$ cat config.mk
export PLATFORM = sky130hd
export DESIGN_NAME = morse_digit_tx
export DESIGN_NICKNAME = d
export VERILOG_FILES = /design/src/rtl/morse_digit_tx.sv
export SDC_FILE = /design/constraint.sdc
export NUM_CORES = 1
export LEC_CHECK = 0
export BUFFER_PORTS_ARGS = -buffer_cell sky130_fd_sc_hd__buf_2
export CAP_MARGIN = 10
export CORE_ASPECT_RATIO = 1.25
export CORE_MARGIN = 2
export CORE_UTILIZATION = 55
export CTS_CLUSTER_SIZE = 40
export DETAILED_ROUTE_END_ITERATION = 8
export HOLD_SLACK_MARGIN = 0.15
export PLACE_DENSITY = 0.76
export SLEW_MARGIN = 5
export SYNTH_ARGS = -nofsm -noshare
export SYNTH_HDL_FRONTEND = slang
export SYNTH_SLANG_ARGS = --single-unit
$ cat constraint.sdc
create_clock -name clk -period 2.5 [get_ports clk]
set_clock_uncertainty 0.1 [all_clocks]
set_input_delay 0.5 -clock clk [delete_from_list [all_inputs] [get_ports clk]]
set_output_delay 0.5 -clock clk [all_outputs]
set_load 0.02 [all_outputs]
$ cat src/rtl/morse_digit_tx.sv
// Morse transmitter for ASCII digits '0'..'9': accepts one character per
// valid/ready transfer and keys an active-low line with dot/dash/gap timing.
module morse_digit_tx #(
    parameter int UNIT_CYCLES = 25000000
) (
    input  logic       clk,
    input  logic       rst,
    input  logic [7:0] char_in,
    input  logic       char_valid,
    output logic       char_ready,
    output logic       key_n,
    output logic       busy,
    output logic       err
);

    localparam int CW = $clog2(3 * UNIT_CYCLES);
    localparam logic [CW-1:0] UNIT_LEN  = CW'(UNIT_CYCLES - 1);
    localparam logic [CW-1:0] TRIPLE_LEN = CW'(3 * UNIT_CYCLES - 1);

    typedef enum logic [1:0] {
        IDLE  = 2'd0,
        MARK  = 2'd1,
        SPACE = 2'd2,
        CGAP  = 2'd3
    } state_t;

    state_t        state_q, state_d;
    logic [CW-1:0] cnt_q, cnt_d;
    logic [2:0]    idx_q, idx_d;
    logic [4:0]    pat_q, pat_d;
    logic          key_n_q, key_n_d;
    logic          busy_q, busy_d;
    logic          err_q, err_d;

    logic          in_is_digit;
    logic [4:0]    in_pat;

    // Symbol pattern, MSB sent first, 1 = dash.
    always_comb begin
        in_is_digit = (char_in[7:4] == 4'h3) && (char_in[3:0] <= 4'd9);
        case (char_in[3:0])
            4'd1:    in_pat = 5'b01111;
            4'd2:    in_pat = 5'b00111;
            4'd3:    in_pat = 5'b00011;
            4'd4:    in_pat = 5'b00001;
            4'd5:    in_pat = 5'b00000;
            4'd6:    in_pat = 5'b10000;
            4'd7:    in_pat = 5'b11000;
            4'd8:    in_pat = 5'b11100;
            4'd9:    in_pat = 5'b11110;
            default: in_pat = 5'b11111;
        endcase
    end

    always_comb begin
        state_d = state_q;
        cnt_d   = cnt_q;
        idx_d   = idx_q;
        pat_d   = pat_q;
        key_n_d = key_n_q;
        err_d   = 1'b0;
        case (state_q)
            IDLE: begin
                if (char_valid) begin
                    if (in_is_digit) begin
                        state_d = MARK;
                        pat_d   = in_pat;
                        idx_d   = 3'd0;
                        key_n_d = 1'b0;
                        cnt_d   = in_pat[4] ? TRIPLE_LEN : UNIT_LEN;
                    end else begin
                        err_d = 1'b1;
                    end
                end
            end
            MARK: begin
                if (cnt_q == '0) begin
                    key_n_d = 1'b1;
                    if (idx_q == 3'd4) begin
                        state_d = CGAP;
                        cnt_d   = TRIPLE_LEN;
                    end else begin
                        state_d = SPACE;
                        cnt_d   = UNIT_LEN;
                        idx_d   = idx_q + 3'd1;
                        pat_d   = {pat_q[3:0], 1'b0};
                    end
                end else begin
                    cnt_d = cnt_q - 1'b1;
                end
            end
            SPACE: begin
                if (cnt_q == '0) begin
                    state_d = MARK;
                    key_n_d = 1'b0;
                    cnt_d   = pat_q[4] ? TRIPLE_LEN : UNIT_LEN;
                end else begin
                    cnt_d = cnt_q - 1'b1;
                end
            end
            CGAP: begin
                if (cnt_q == '0) begin
                    state_d = IDLE;
                    idx_d   = 3'd0;
                end else begin
                    cnt_d = cnt_q - 1'b1;
                end
            end
            default: state_d = IDLE;
        endcase
        busy_d = (state_d != IDLE);
    end

    always_ff @(posedge clk) begin
        if (rst) begin
            state_q <= IDLE;
            cnt_q   <= '0;
            idx_q   <= 3'd0;
            pat_q   <= 5'd0;
            key_n_q <= 1'b1;
            busy_q  <= 1'b0;
            err_q   <= 1'b0;
        end else begin
            state_q <= state_d;
            cnt_q   <= cnt_d;
            idx_q   <= idx_d;
            pat_q   <= pat_d;
            key_n_q <= key_n_d;
            busy_q  <= busy_d;
            err_q   <= err_d;
        end
    end

    // Ready is the one combinational output so a held request is taken as soon as IDLE is reached.
    assign char_ready = (state_q == IDLE) & ~rst;
    assign key_n      = key_n_q;
    assign busy       = busy_q;
    assign err        = err_q;

endmodule

**Word-level counts from Yosys, hierarchy flattened**

Memory sizes are Yosys's and may differ from the RTL's.
Index checks and enable logic that the tools add are counted.

- Reductions and logical operators: 12
- $lt $le $gt $ge: 1
- Bitwise logic cells: 4
- $add $sub $neg: 2
- Divide/modulo/power cells: 0
- Multiply operators: 0
- Shift-type cells: 0
- Multiplexer cells: 33
- Equal/unequal tests: 12

Operator list:

| kind | count |
|---|---|
| 27-bit two-way mux | 8 |
| 27-bit one-hot mux with 4 select lines | 1 |
| 27-bit logical NOT | 1 |
| 27-bit by 1-bit subtractor with 27-bit output, second input constant | 1 |
| 5-bit two-way mux | 4 |
| 3-bit two-way mux | 5 |
| 2-bit != test, second input constant | 7 |
| 2-bit two-way mux | 5 |
| 5-bit one-hot mux with 2 select lines | 1 |
| 5-bit AND reduction | 2 |
| 3-bit one-hot mux with 3 select lines | 1 |
| 2-bit one-hot mux with 4 select lines | 1 |
| 1-bit two-way mux | 6 |
| 6-bit AND reduction | 1 |
| 3-bit nonzero test | 2 |
| 2-bit equality test, second input constant | 2 |
| 4-bit by 2-bit equality test with 1-bit output, second input constant | 1 |
| 4-bit <= comparator, second input constant | 1 |
| 2-bit nonzero test | 2 |
| 3-bit by 1-bit adder with 3-bit output, second input constant | 1 |
| 3-bit equality test, second input constant | 1 |
| 1-bit inverter | 3 |
| 1-bit one-hot mux with 3 select lines | 1 |
| 3-bit AND reduction | 1 |
| other kinds (5) | 5 |

- Output and inout bits: 4
- Input port bits: 11
- Memory bits (writable): 0
- Memories kept: 1
- Logic and storage cells: 72
- Register bits: 40
- Bits in read-only memories: 80
- Latch bits: 0

Memories:

| name | depth | width | read ports | clocked after Yosys merged registers in | wr ports | line | text |
|---|---|---|---|---|---|---|---|
| (no name shown) | 16 | 5 | 1 | 0 | 0 | 41 | `case (char_in[3:0])` |

**Longest topological paths before layout**

- Depth in word-level cells: 6
- Mapped depth: 10
- Gate-level depth less buffers: 8

**Worst setup path before layout**

Ideal clock, no wire load.

- Kind: register to register
- Start point: register cnt_q[0]
- End point: register cnt_q[26]
- Cell stages (with the launch flop): 9
- Setup time: 0.079 ns
- Required time: 2.321 ns
- Arrival: 2.233 ns
- Setup slack: 0.087 ns
- Buffers on the path: 0
- Clock period less this slack: 2.413 ns
- Cells stage by stage: dfxtp_1 inv_1 ha_1 or3b_2 or4_1 nor4_2 xor2_1 a31oi_1 a211oi_2

- Word-level cells in the longest chain between the ends: 3
- Elaborated cells between the ends (all ways): 8
- Classes of those cells: 1 x add/sub; 1 x eq/ne; 4 x mux; 2 x reduce/logical

RTL lines:

| element | line | text |
|---|---|---|
| start, declared | 28 | `logic [CW-1:0] cnt_q, cnt_d;` |
| start signal, assigned | 125 | `cnt_q <= cnt_d;` |
| 27-bit by 1-bit subtractor with 27-bit output or 27-bit logical NOT (tied branches) | n/a |  |
| 27-bit two-way mux (tied with other cells) | 102 | `if (cnt_q == '0) begin` |
| 27-bit one-hot mux with 4 select lines or 3-bit AND reduction (tied branches) | n/a |  |

Several ways; a longest one is shown, not always the timed one. The select of a mux whose other input is x is not followed.
A chain may end at the register's enable or synchronous reset.

**Worst setup path after layout**

Ends and elaborated chain as after synthesis.

==> metrics.csv <==
stage,metric,value,unit
run_status,outcome,completed,
critical_path,crit-path cells,inv_1 > ha_2 > or3b_2 > or4_4 > nor4_4 > xor2_1 > a31oi_1 > a211oi_2,
final_layout,Multi-input gate area,1630,um2
synthesis,synth top area cells,"dfxtp_1 (32%), nor2_1 (6.4%), nand2_1 (4.9%)",
global_route,Tot GR Track Use,0.282,
clocking,H-tree lvl count,2,
synthesis,list of most frequent post-synthesis cells,"nor2_1 (43), dfxtp_1 (40), nand2_1 (33), a21oi_1 (23), o21ai_0 (22)",
floorplan,Initial Util,0.571,
placement,RD Place Congestion,0.894,
clocking,clock buffer depth,2,
routing,DR WL/cell,15.5,um
sta,Max Slew Vio Count,0,
critical_path,crit path max fanout,4,
sta,endpoints failing setup,0,
clocking,CTS buffer count,5,
synthesis,cell with the most instances after synthesis,nor2_1,
critical_path,worst path bufs/invs,1,
power_and_ir_drop,worst vdd ir,0.504,mV
floorplan,Die Span X,64.6,um
final_layout,Antenna Cells,0,
final_layout,register area,802,um2
routing,drc violations,0,
routing,Pre-Repair DR Iteration Count,4,
sta,measured slew at the worst slew-check pin,0.545,ns
final_layout,final core utilization,0.691,
clocking,TritonCTS clock tree,yes,
global_route,initial antenna violation count,0,
routing,iteration-0 DRC count of the detailed router,149,
critical_path,critical path type,reg -> reg,
critical_path,Top Family by Delay on Critical Path,simple AND/OR/NAND/NOR gates,
clocking,CTS root buf,clkbuf_8,
critical_path,critical path arrival,2.53,ns
clocking,clock-pin slew on the worst setup and hold paths,0.08,ns
routing,detailed-route via count,2646,
synthesis,average size of a mapped cell,7.51,um2
min_path,Hold Path Class,in -> reg,
critical_path,CP max stage delay,0.47,ns
sta,worst relative slew slack,0.635,
synthesis,Post-Syn Area,2520,um2
placement,placed cells,424,
clocking,"Clk Latency, worst-skew pair",0.30,ns
global_route,vias in the first global route,2537,
global_route,first-pass GRT wire length,11.4,mm
clocking,Num Clock Sinks,40,
floorplan,std cell rows,27,
sta,Final period util,0.969,
synthesis,Yosys cell types,55,
critical_path,Reg2Reg Setup Slack,0.08,ns
critical_path,WP data required,2.61,ns
floorplan,# IOs,15,
synthesis,"Seq/Total Area, Yosys",0.317,
critical_path,slowest cell on the critical path,or3b_2,
floorplan,area of the core,4430,um2
synthesis,top cell type's share of synthesized area,0.317,
synthesis,"Top FF cell, synth",dfxtp_1,
critical_path,CP Launch Type,flop,
routing,Post-DRT Antenna Nets,0,
synthesis,syn nets,355,
sta,max frequency,413,MHz
placement,I/O Buffers,14,
sta,Tmin final,2.42,ns
routing,DR vias/cell,6.10,
global_route,largest net degree at the start of global routing,23,
final_layout,Final #Nets,394,
placement,HPWL Detailed,4.80,mm
final_layout,fill count,374,
synthesis,Seq cells post-synth,40,
synthesis,warning count from the yosys run,0,
power_and_ir_drop,power density cells,1090,nW/um2
power_and_ir_drop,LEAKAGE,1.19,nW
sta,Final Hold Fails,0,
final_layout,Layout Cells excl Fill,434,
final_layout,Syn-to-layout area delta,21.2,%
synthesis,Post-synth EDFFs,0,
synthesis,share of flip-flops with an asynchronous set or reset,0,
floorplan,chip height,79.8,um
floorplan,die footprint,5150,um2
critical_path,critical path capture point type,flop,
routing,Routed WL,6.73,mm
synthesis,synthesized instance count,336,
synthesis,post-synth top area cell,dfxtp_1,
global_route,total grt overflow,0,
final_layout,share of layout cells above drive strength 1,0.218,
run,number of max-cap violations,0,
[timing repair]
action | in CTS | in global routing
pin swaps | 4 | 4
hold buffers | 0 | 0
gates cloned | 0 | 0
setup endpoints to repair | 2 | 37
setup buffers | 0 | 2
gates resized for setup | 2 | 9
[flip-flops by register name (all words and copies together), names as in the netlist]
signal and count:
state_q 2, pat_q 5, key_n 1, err 1, cnt_q 27, busy 1, idx_q 3
[worst reg2reg max path: stages, from the launching register on]
cell	delay (ns)
dfxtp_1	0.31
inv_1	0.06
ha_2	0.19
or3b_2	0.47
or4_4	0.46
nor4_4	0.17
xor2_1	0.19
a31oi_1	0.14
a211oi_2	0.26
[cell families after synthesis]
family                     Yosys count  share of synthesized area
and+or+nand+nor                    148                      0.302
AOI/OAI and AO/OA                   91                      0.227
DFF                                 40                      0.317
buffers and inverters               34                     0.0595
xor gates and xnor gates            10                     0.0347
adders and majority gates            8                     0.0396
muxes                                5                     0.0198
[path summary, 6_finish.rpt]
kind / startpoint / end / cells after the start
setup / recovery: cnt_q[0]$_SDFFE_PP0P_ / cnt_q[26]$_SDFFE_PP0P_ / 8
hold / removal: char_valid / err$_SDFF_PP0_ / 3
setup reg to reg: cnt_q[0]$_SDFFE_PP0P_ / cnt_q[26]$_SDFFE_PP0P_ / 8
hold reg to reg: cnt_q[22]$_SDFFE_PP0P_ / cnt_q[22]$_SDFFE_PP0P_ / 2
[power by group]
group | internal (W) | total, W | switching (W)
clock network | 0.000353 | 0.000592 | 0.000239
registers | 0.000742 | 0.000838 | 0.0000962
logic | 0.000842 | 0.00191 | 0.00107
total | 0.00194 | 0.00334 | 0.00140
[layer usage]
| layer | up-vias | track usage | part of all wire |
|---|---|---|---|
| met5 | - | 0 | 0 |
| met4 | 0 | 0.119 | 0.021 |
| met3 | 14 | 0.0536 | 0.060 |
| met2 | 92 | 0.503 | 0.51 |
| met1 | 1229 | 0.328 | 0.41 |
| li1 | 1311 | - | - |
[area by class of cell]
class / count / share of cell area
multi-input combinational: 262 / 0.531
sequential: 40 / 0.262
timing repair buffer: 52 / 0.124
clock buffer: 7 / 0.0315
tap: 58 / 0.0237
inverter: 14 / 0.0172
clock inverter: 1 / 0.00982
[through the flow]
step / setup slack (ns) / setup TNS, ns / hold slack (ns) / instance area, um2 / total power [W]
2_1_floorplan: 0.0875 / 0 / 0.360 / 2520 / 0.00195
3_3_place_gp: 0.0687 / 0 / 0.377 / 2870 / 0.00254
3_5_place_dp: -0.0694 / -0.0694 / 0.381 / 2870 / 0.00258
4_1_cts: 0.0373 / 0 / 0.351 / 3010 / 0.00321
5_1_grt: -0.0198 / -0.0198 / 0.354 / 3060 / 0.00354
6_report: 0.0767 / 0 / 0.353 / 3060 / 0.00334
[cell usage in the layout, fill, tap and decap left out, drive strengths merged, types with 2 or more instances in the layout]
cell / n
nor2b: 2
a31oi: 10
nand2: 33
o41ai: 2
or2: 2
nand3: 8
nand4: 6
o31a: 2
a221oi: 2
or3: 2
a21oi: 23
o31ai: 3
nor4: 12
nor2: 43
a311oi: 2
inv: 14
ha: 8
nor3: 19
xor2: 4
mux2i: 5
buf: 52
and4: 4
o22ai: 3
clkbuf: 7
dfxtp: 40
xnor2: 6
or4: 6
nand2b: 3
a211oi: 3
o21ai: 28
o21bai: 3
nor3b: 3
and2: 2
Note: power is estimated with default switching activity, not from simulation.
